File: src/rtl/risc8_pkg.sv
// risc8_pkg: shared widths, sizes and the write-back entry type for the risc8 core.
package risc8_pkg;
    localparam int DATA_W = 8;
    localparam int ADDR_W = 3;
    localparam int NREGS  = 8;
    localparam int DEPTH  = 4;
    localparam int CNT_W  = $clog2(DEPTH + 1);
    localparam logic [ADDR_W-1:0] REG_ZERO = 3'd0;
    typedef struct packed {
        logic [ADDR_W-1:0] wa;
        logic [DATA_W-1:0] wd;
    } wb_entry_t;
endpackage

File: src/rtl/regfile_wb_port_if.sv
// regfile_wb_port_if: producer handshakes, regfile write port and decode busy query.
//   slave  = write-back port side, master = EX/MEM/decode/regfile side.
interface regfile_wb_port_if;
    import risc8_pkg::*;
    logic              alu_valid, alu_ready;
    logic [ADDR_W-1:0] alu_wa;
    logic [DATA_W-1:0] alu_wd;
    logic              mem_valid, mem_ready;
    logic [ADDR_W-1:0] mem_wa;
    logic [DATA_W-1:0] mem_wd;
    logic              rf_we;
    logic [ADDR_W-1:0] rf_wa;
    logic [DATA_W-1:0] rf_wd;
    logic [ADDR_W-1:0] chk_ra1, chk_ra2;
    logic              busy1, busy2, q_empty;
    logic [CNT_W-1:0]  q_count;
    modport slave (
        input  alu_valid, alu_wa, alu_wd, mem_valid, mem_wa, mem_wd, chk_ra1, chk_ra2,
        output alu_ready, mem_ready, rf_we, rf_wa, rf_wd, busy1, busy2, q_empty, q_count
    );
    modport master (
        output alu_valid, alu_wa, alu_wd, mem_valid, mem_wa, mem_wd, chk_ra1, chk_ra2,
        input  alu_ready, mem_ready, rf_we, rf_wa, rf_wd, busy1, busy2, q_empty, q_count
    );
endinterface

File: src/rtl/wb_fifo.sv
// wb_fifo: N-entry circular buffer, two pushes (port0 ahead of port1) and one pop per cycle.
//   Ports: clk, reset (async high), push0/d0, push1/d1, pop, head, count, empty.
//   Caller guarantees no overflow and no pop when empty.
module wb_fifo
    import risc8_pkg::*;
#(
    parameter int N = DEPTH
) (
    input  logic                       clk,
    input  logic                       reset,
    input  logic                       push0,
    input  wb_entry_t                  d0,
    input  logic                       push1,
    input  wb_entry_t                  d1,
    input  logic                       pop,
    output wb_entry_t                  head,
    output logic [$clog2(N+1)-1:0]     count,
    output logic                       empty
);
    localparam int PW = $clog2(N);
    localparam int CW = $clog2(N + 1);
    wb_entry_t     mem [N];
    logic [PW-1:0] wp, rp;
    always_ff @(posedge clk or posedge reset) begin
        if (reset) begin
            wp    <= '0;
            rp    <= '0;
            count <= '0;
            for (int i = 0; i < N; i++) mem[i] <= '0;
        end else begin
            if (push0) mem[wp] <= d0;
            if (push1) mem[wp + PW'(push0)] <= d1;
            wp    <= wp + PW'(push0) + PW'(push1);
            rp    <= rp + PW'(pop);
            count <= count + CW'(push0) + CW'(push1) - CW'(pop);
        end
    end
    assign head  = mem[rp];
    assign empty = count == '0;
endmodule

File: src/rtl/regfile_wb_port.sv
// regfile_wb_port: queues ALU/load results in order and issues one regfile write per cycle.
//   Ports: clk, reset (async high), bus (regfile_wb_port_if.slave).
module regfile_wb_port
    import risc8_pkg::*;
(
    input logic               clk,
    input logic               reset,
    regfile_wb_port_if.slave  bus
);
    wb_entry_t        head;
    logic             empty, pop, alu_enq, mem_enq;
    logic [CNT_W-1:0] count, free;
    logic [CNT_W-1:0] pend [NREGS];
    // Readiness depends only on pre-pop occupancy; ALU owns the last free slot.
    assign free          = CNT_W'(DEPTH) - count;
    assign bus.alu_ready = free != '0;
    assign bus.mem_ready = free >= CNT_W'(2) || (free != '0 && !bus.alu_valid);
    // r0 writes are handshaken but dropped.
    assign alu_enq = bus.alu_valid && bus.alu_ready && bus.alu_wa != REG_ZERO;
    assign mem_enq = bus.mem_valid && bus.mem_ready && bus.mem_wa != REG_ZERO;
    assign pop     = !empty;
    wb_fifo #(.N(DEPTH)) u_fifo (
        .clk   (clk),
        .reset (reset),
        .push0 (alu_enq),
        .d0    ('{wa: bus.alu_wa, wd: bus.alu_wd}),
        .push1 (mem_enq),
        .d1    ('{wa: bus.mem_wa, wd: bus.mem_wd}),
        .pop   (pop),
        .head  (head),
        .count (count),
        .empty (empty)
    );
    always_ff @(posedge clk or posedge reset) begin
        if (reset) begin
            for (int i = 0; i < NREGS; i++) pend[i] <= '0;
        end else begin
            for (int i = 0; i < NREGS; i++)
                pend[i] <= pend[i]
                         + CNT_W'(alu_enq && bus.alu_wa == ADDR_W'(i))
                         + CNT_W'(mem_enq && bus.mem_wa == ADDR_W'(i))
                         - CNT_W'(pop && head.wa == ADDR_W'(i));
        end
    end
    assign bus.rf_we   = pop;
    assign bus.rf_wa   = empty ? '0 : head.wa;
    assign bus.rf_wd   = empty ? '0 : head.wd;
    assign bus.q_empty = empty;
    assign bus.q_count = count;
    assign bus.busy1   = bus.chk_ra1 != REG_ZERO && pend[bus.chk_ra1] != '0;
    assign bus.busy2   = bus.chk_ra2 != REG_ZERO && pend[bus.chk_ra2] != '0;
endmodule

File: src/flat_wrapper.sv
// flat-port wrapper written by rule: the top's interface ports become plain ports
module regfile_wb_port_flat import risc8_pkg::*;
  (clk, reset, bus_alu_valid, bus_alu_wa, bus_alu_wd, bus_mem_valid, bus_mem_wa, bus_mem_wd, bus_chk_ra1, bus_chk_ra2, bus_alu_ready, bus_mem_ready, bus_rf_we, bus_rf_wa, bus_rf_wd, bus_busy1, bus_busy2, bus_q_empty, bus_q_count);
  regfile_wb_port_if bus_i ();
  input logic clk;
  input logic reset;
  input wire logic [$bits(bus_i.alu_valid)-1:0] bus_alu_valid;
  input wire logic [$bits(bus_i.alu_wa)-1:0] bus_alu_wa;
  input wire logic [$bits(bus_i.alu_wd)-1:0] bus_alu_wd;
  input wire logic [$bits(bus_i.mem_valid)-1:0] bus_mem_valid;
  input wire logic [$bits(bus_i.mem_wa)-1:0] bus_mem_wa;
  input wire logic [$bits(bus_i.mem_wd)-1:0] bus_mem_wd;
  input wire logic [$bits(bus_i.chk_ra1)-1:0] bus_chk_ra1;
  input wire logic [$bits(bus_i.chk_ra2)-1:0] bus_chk_ra2;
  output wire logic [$bits(bus_i.alu_ready)-1:0] bus_alu_ready;
  output wire logic [$bits(bus_i.mem_ready)-1:0] bus_mem_ready;
  output wire logic [$bits(bus_i.rf_we)-1:0] bus_rf_we;
  output wire logic [$bits(bus_i.rf_wa)-1:0] bus_rf_wa;
  output wire logic [$bits(bus_i.rf_wd)-1:0] bus_rf_wd;
  output wire logic [$bits(bus_i.busy1)-1:0] bus_busy1;
  output wire logic [$bits(bus_i.busy2)-1:0] bus_busy2;
  output wire logic [$bits(bus_i.q_empty)-1:0] bus_q_empty;
  output wire logic [$bits(bus_i.q_count)-1:0] bus_q_count;
  assign bus_i.alu_valid = bus_alu_valid;
  assign bus_i.alu_wa = bus_alu_wa;
  assign bus_i.alu_wd = bus_alu_wd;
  assign bus_i.mem_valid = bus_mem_valid;
  assign bus_i.mem_wa = bus_mem_wa;
  assign bus_i.mem_wd = bus_mem_wd;
  assign bus_i.chk_ra1 = bus_chk_ra1;
  assign bus_i.chk_ra2 = bus_chk_ra2;
  assign bus_alu_ready = bus_i.alu_ready;
  assign bus_mem_ready = bus_i.mem_ready;
  assign bus_rf_we = bus_i.rf_we;
  assign bus_rf_wa = bus_i.rf_wa;
  assign bus_rf_wd = bus_i.rf_wd;
  assign bus_busy1 = bus_i.busy1;
  assign bus_busy2 = bus_i.busy2;
  assign bus_q_empty = bus_i.q_empty;
  assign bus_q_count = bus_i.q_count;
  regfile_wb_port u_core (.clk(clk), .reset(reset), .bus(bus_i));
endmodule
File: config.mk
export PLATFORM = sky130hd
export DESIGN_NAME = regfile_wb_port_flat
export DESIGN_NICKNAME = d
export VERILOG_FILES = /design/src/rtl/risc8_pkg.sv /design/src/rtl/regfile_wb_port_if.sv /design/src/rtl/wb_fifo.sv /design/src/rtl/regfile_wb_port.sv /design/src/flat_wrapper.sv
export SDC_FILE = /design/constraint.sdc
export NUM_CORES = 1
export LEC_CHECK = 0
export CORE_ASPECT_RATIO = 1.1
export CORE_MARGIN = 4
export CORE_UTILIZATION = 57
export DETAILED_ROUTE_END_ITERATION = 8
export GPL_ROUTABILITY_DRIVEN = 0
export PLACE_DENSITY = 0.86
export SYNTH_ARGS = -nofsm -noshare
export SYNTH_HDL_FRONTEND = slang
export SYNTH_SLANG_ARGS = --single-unit
File: constraint.sdc
create_clock -name clk -period 3.5 [get_ports clk]
set_input_delay 0.35 -clock clk [delete_from_list [all_inputs] [get_ports clk]]
set_output_delay 0.35 -clock clk [all_outputs]
set_load 0.05 [all_outputs]
## Word level (Yosys, flattened, before mapping)

Index checks and enable logic that the tools add are counted.

| word-level totals | value |
|---|---|
| register bits after elaboration | 75 |
| input bits | 32 |
| output and inout bits | 20 |
| logic and storage cells | 150 |

| cells by class | value |
|---|---|
| bitwise logic cells | 5 |
| reductions and logical operators | 47 |
| multiplexer cells | 19 |
| add/subtract/negate cells | 31 |
| eq/ne operators | 21 |
| $lt $le $gt $ge | 8 |

Operators with widths:

| operator | number |
|---|---|
| $bwmux 44 | 2 |
| $mux 44 | 2 |
| $add 3x1->3 | 18 |
| $demux 11 s2 | 2 |
| $mux 11 | 4 |
| $eq 3x3->1 const B | 12 |
| $logic_and 1x1->1 | 33 |
| $sub 3x1->3 | 9 |
| $bmux 11 s2 | 1 |
| $reduce_bool 3->1 | 7 |
| $bmux 3 s3 | 2 |
| $eq 3x2->1 const B | 6 |
| $mux 3 | 5 |
| $logic_not 3->1 | 4 |
| $eq 3x1->1 const B | 3 |
| $ge 3x3->1 const B | 3 |
| $not 2->3 | 3 |
| $ge 4x4->1 const B | 2 |
| $mux 8 | 1 |
| $not 3->4 | 2 |
| $add 2x1->2 | 3 |
| $lt 3x1->1 const B | 2 |
| $ge 3x2->1 const B | 1 |
| $sub 3x3->3 const A | 1 |
| 2 further kinds | 3 |

## Depth between registers and ports, before layout

Gate-level depths: netlist of run 1.

| depth | value |
|---|---|
| depth after elaboration | 12 |
| gate-level depth with buffers | 13 |
| gate-level depth less buffers | 13 |

## Hierarchy

A second synthesis of run 1 with hierarchy kept.

| unflattened totals | value |
|---|---|
| cells, all modules | 465 |
| area, all modules | 4,498.1 um2 |

Modules (own cells, without submodules):

| module | area each (um2) | cells each | sequential area each (um2) | instances |
|---|---|---|---|---|
| wb_fifo | 2,851.5 | 293 | 1,276.2 | 1 |
| regfile_wb_port | 1,646.6 | 172 | 525.5 | 1 |

## Worst setup path before layout of run 1

No wires, ideal clock.

| path | value |
|---|---|
| kind | reg2reg |
| start point | register u_core.u_fifo.count[1] |
| end point | register u_core.u_fifo.count[2] |
| clock period less this slack | 3.776 ns |
| arrival | 3.651 ns |
| stages on the path, launching flop included | 13 |
| library setup time | 0.125 ns |
| data required time | 3.375 ns |
| setup slack | -0.276 ns |
| path buffers | 1 |
| cell sequence | dfrtp_1 > inv_1 > ha_1 > ha_1 > inv_1 > clkbuf_1 > ha_1 > xnor2_1 > ha_1 > a21o_1 > fa_1 > xnor2_1 > xnor2_1 |

| between the ends | value |
|---|---|
| elaborated cells between the ends (all ways) | 14 |
| those cells by class | 4 x add/sub; 1 x order compare; 9 x reduce/logical |

RTL lines:

| element | line | text |
|---|---|---|
| start, declared | wb_fifo.sv:17 | `output logic [$clog2(N+1)-1:0] count,` |
| start signal, assigned | wb_fifo.sv:35 | `count <= count + CW'(push0) + CW'(push1) - CW'(pop);` |
| $logic_not 3->1 | wb_fifo.sv:39 | `assign empty = count == '0;` |
| named net bus_q_empty | flat_wrapper.sv:22 | `output wire logic [$bits(bus_i.q_empty)-1:0] bus_q_empty;` |
| $logic_not 1->1 | regfile_wb_port.sv:21 | `assign pop = !empty;` |
| named net bus_rf_we | flat_wrapper.sv:17 | `output wire logic [$bits(bus_i.rf_we)-1:0] bus_rf_we;` |
| $sub 3x1->3 | wb_fifo.sv:35 |  |

The timed path passes the listed nets, and every way through them passes these cells.

## Worst setup path after layout of run 1

| path | value |
|---|---|
| start point | register u_core.u_fifo.count[1] |
| end point | output port bus_rf_wa[2] |

| between the ends | value |
|---|---|
| cells in the longest elaborated chain, start to end | 2 |

RTL lines:

| element | line | text |
|---|---|---|
| $logic_not 3->1 | wb_fifo.sv:39 |  |
| $mux 3 | regfile_wb_port.sv:46 | `assign bus.rf_wa = empty ? '0 : head.wa;` |
| end, declared | flat_wrapper.sv:18 | `output wire logic [$bits(bus_i.rf_wa)-1:0] bus_rf_wa;` |

Every way passes these cells.

==> results of run 1 <==
per-layer routing:
| layer | share of wire, % | GRT usage [%] |
|---|---|---|
| met1 | 39 | 27.57 |
| met4 | 2.5 | 9.470 |
| met3 | 4.9 | 4.160 |
| met5 | 0 | 0 |
| met2 | 54 | 42.83 |
worst min path at each step:
| stage | slack, ns | cells past startpoint | to | from |
|---|---|---|---|---|
| final | 0.48 | 1 | u_core.pend[14]$_DFF_PP0_ | u_core.pend[14]$_DFF_PP0_ |
| after global routing | 0.50 | 1 | u_core.pend[14]$_DFF_PP0_ | u_core.pend[14]$_DFF_PP0_ |
| after CTS | 0.48 | 1 | u_core.pend[14]$_DFF_PP0_ | u_core.pend[14]$_DFF_PP0_ |
| after detailed placement | 0.47 | 1 | u_core.pend[14]$_DFF_PP0_ | u_core.pend[14]$_DFF_PP0_ |
| after global placement | 0.46 | 1 | u_core.pend[2]$_DFF_PP0_ | u_core.pend[2]$_DFF_PP0_ |
| after floorplan | 0.45 | 1 | u_core.pend[2]$_DFF_PP0_ | u_core.pend[2]$_DFF_PP0_ |
sequential cells by signal (all words and copies together) (netlist names):
signal,count
u_core.pend,21
u_core.u_fifo.count,3
u_core.u_fifo.mem,44
u_core.u_fifo.rp,2
u_core.u_fifo.wp,2
where the power goes:
part	internal [mW]	leakage, nW	switching [mW]
sequential	1.31	0.846	0.332
clock	0.475	0.119	0.339
combinational	1.81	1.39	1.94
total	3.59	2.35	2.61
final cells by class:
type	count	area (sq um)	area share, %
multi-input cells	237	2444	45.08
flip-flops and latches	72	1802	33.24
repair buffers	66	623.1	11.50
inverters	47	176.4	3.255
well taps	105	131.4	2.424
clock buffers	9	123.9	2.285
clock inverters	7	120.1	2.216
critical path, delay by kind of cell (launching register included):
kind                     cells  cell delay (ns)
flip-flops                   1             0.37
adder cells (fa/ha/maj)      2             0.44
AND/OR/NAND/NOR              1             0.25
buffers and inverters        4             1.40
Yosys cell counts (all sizes together):
library cell | n | area, sq um
mux2 | 80 | 927.1
dfrtp | 72 | 1802
inv | 47 | 176.4
ha | 16 | 200.2
fa | 15 | 300.3
and2 | 13 | 81.33
buf | 13 | 76.32
mux4 | 13 | 292.8
nor2 | 13 | 48.80
xnor2 | 13 | 113.9
nand2 | 12 | 45.04
xor2 | 8 | 70.07
nor3 | 6 | 30.03
nand3 | 5 | 25.02
nor2b | 5 | 31.28
a21oi | 4 | 20.02
clkbuf | 4 | 15.01
nand3b | 4 | 30.03
or3 | 4 | 30.03
a22o | 3 | 26.28
nand4 | 3 | 18.77
a211oi | 2 | 15.01
a32oi | 2 | 17.52
nand2b | 2 | 12.51
nor3b | 2 | 15.01
nor4 | 2 | 12.51
o22ai | 2 | 12.51
or2 | 2 | 12.51
a21o | 1 | 7.510
a32o | 1 | 10.01
and4 | 1 | 11.26
o21ai | 1 | 5.000
o311a | 1 | 10.01
o31a | 1 | 8.760
stage by stage:
stage / total power [mW] / setup WS (ns) / util (%) / instance area (sq um)
floorplan: 4.406 / 0.02917 / - / 4512
global placement: 5.205 / 0.4107 / 68.10 / 5174
detailed placement: 5.403 / 0.2656 / 68.10 / 5174
CTS: 6.255 / 0.2017 / 71.31 / 5418
global route: 6.646 / 0.1166 / 71.34 / 5420
finish: 6.202 / 0.3323 / 71.34 / 5420
cells by family (layout without fill, tap and decap cells):
family | count (synthesis) | count (layout) | share of synthesized area [%]
buffers and inverters | 64 | 129 | 5.936
AOI/OAI and AO/OA | 18 | 18 | 2.940
and+or+nand+nor | 74 | 74 | 8.960
adders and majority gates | 31 | 31 | 11.10
xor gates and xnor gates | 21 | 21 | 4.078
muxes | 93 | 93 | 27.05
DFF | 72 | 72 | 39.94
==> results by stage, run 1 <==
Status:
- The run finished with clean final reports.

STA:
- The max-slew violation count is 0.
- The share of the clock period used by the worst path after layout is 90.51%.
- Setup repair after global routing left no endpoint under its margin.
- For the final database, setup skew stands at ~0.0088 ns.
- Based on the critical path, the design can be clocked at up to 315.7 MHz.
- For the pin with the worst max-slew slack, the measured transition is 0.8729 ns.
- The worst relative slew slack is 41.72%.
- The final hold slack is around 0.48 ns.
- The count of endpoints failing hold in the final timing report was 0.
- Setup violations remaining at the end of the flow were counted as 0.
- The setup TNS after final layout is 0 ns.
- The smallest clock period supported by the final layout is computed as 3.168 ns.

Hold path:
- The min-delay analysis places its worst path in the category reg2reg.

Setup path:
- The delay of the slowest critical-path stage is 0.81 ns.
- The worst setup path is captured at an output port.
- The most critical setup path has its startpoint at u_core.u_fifo.count[1]$_DFF_PP0_.
- The worst register-to-register path has a depth of 12.
- Traced cell by cell, the critical path runs through inv_1 -> ha_1 -> ha_1 -> inv_1 -> nand2_1 -> inv_1 -> clkdlybuf4s50_1.
- The reg-to-reg endpoint is u_core.pend[5]$_DFF_PP0_.
- The critical path ends at bus_rf_wa[2].
- STA classifies the critical path startpoint as a register.
- STA puts the critical path data required time at between 3 and 4 ns.
- The signal arrival time at the worst endpoint is about 2.8 ns.
- In this run the critical register-to-register path is launched from u_core.u_fifo.count[1]$_DFF_PP0_.
- The slowest stage cell on the critical path is clkdlybuf4s50_1.
- The classification of the worst setup path is reg2out.
- The cell repeated most along the worst path is inv_1.
- The setup check on the worst reg-to-reg path leaves a slack of 0.36 ns.
- Of all nets on the critical path, the largest fanout is 14.

Placed design:
- After legalization and detailed placement, the total HPWL measured 7347 um.
- The total of buffers placed on input and output ports is 51.
- The number of cells in the design after placement is 527.

Logic synthesis:
- The synthesized netlist occupies a cell area of 0.004511 sq mm.
- The post-synth net total is ~440.
- The sequential cell area fraction in the yosys report is roughly two fifths.
- The count of distinct cell types in the synthesized netlist is 39.
- The number of warnings issued by yosys is 0.
- The synthesized instance count is approximately 370.
- Dividing the synthesized area by the synthesized cell count gives around 12 sq um.
- Counting flops and latches in the post-synthesis netlist gives a little over 70.

Layout:
- The final layout contains 496 nets.
- After filler insertion, the fill cell instance count of the layout stands at 553.
- The count of cells in the finished layout, fillers not included, comes to between 500 and 600.
- The layout overhead on the synthesized area is 20.17%.
- The number of antenna diodes in the final layout is 0.
- The post-route netlist has 29.91% of its cells at a drive strength greater than 1.
- In the layout the commonest cells are mux2_2, dfrtp_1, clkdlybuf4s50_1.
- Leaving out fill and tap cells, the most frequent cell in the layout is mux2_2.

Clocking:
- The number of gates resized after CTS was 0.
- The clock root buffer is clkbuf_8.
- The number of buffers added to fix hold violations after cts is 0.
- The clock latency at the later pin of the worst-skew pair is 0.35 ns.
- The number of setup buffers added after CTS is 0.
- The number of buffers created by CTS is 9.
- After clock tree synthesis, the clock-pin slew on the worst setup and hold paths is 0.09 ns.
- The CTS sink count is 72.
- The CTS tree is built.
- The count of H-tree levels built during CTS is 3.
- The number of buffers between clock root and the deepest sink is 2.

Routing:
- The detail route stage leaves a number of antenna-violating nets equal to 0.
- The final route contains just over 3000 vias.
- The number of remaining DRC errors is 0.
- The starting DRC count in detailed routing is ~230.
- The vias per cell is 5.648.
- After detailed routing, the total wire length is 10060 um.
- After detailed routing, the average wire length per cell comes to 18.52 um.
- The total iterations of the first detailed-routing run is 4.

Power:
- In this run the power density over the cells is between 1000 and 1500 mW/mm^2.
- The worst-case vdd ir drop is 0.7095 mV.
- The total leakage power is 2.354 nW.

Global route:
- The number of global-route vias before repair is 3461.
- Entering global routing, the biggest net connects 40 pins.
- For this run the aggregate overflow at the end of global routing stands at 0.
- The first global-routing pass estimated 17080 um of wire.
- The number of antenna violations at the first check in global routing came to 0.
- Global routing used 23.53% of the available tracks.

Floorplanning:
- The floorplan step defined a die boundary enclosing between 0.009 and 0.01 sq mm.
- The starting density of the core is 59.37%.
- The area of the placeable core is 0.007597 sq mm.
- The die extent in y is 101.3 um.
- The die span in x is 92.82 um.
- The initialized floorplan defines 33 standard-cell rows.
- The count of pins on the block boundary is 52.

Run:
- The max-capacitance violation count is 0.
Note: power is estimated with default switching activity, not from simulation.
==> inputs of run 2 (changes only) <==
--- a/config.mk
+++ b/config.mk
@@ -10,7 +10,9 @@
 export CORE_UTILIZATION = 57
 export DETAILED_ROUTE_END_ITERATION = 8
 export GPL_ROUTABILITY_DRIVEN = 0
+export HOLD_SLACK_MARGIN = 0.05
 export PLACE_DENSITY = 0.86
+export SKIP_CTS_REPAIR_TIMING = 1
 export SYNTH_ARGS = -nofsm -noshare
 export SYNTH_HDL_FRONTEND = slang
 export SYNTH_SLANG_ARGS = --single-unit
==> results of run 2 <==
The final DEF is identical to that of run 1; final timing and power are the same.
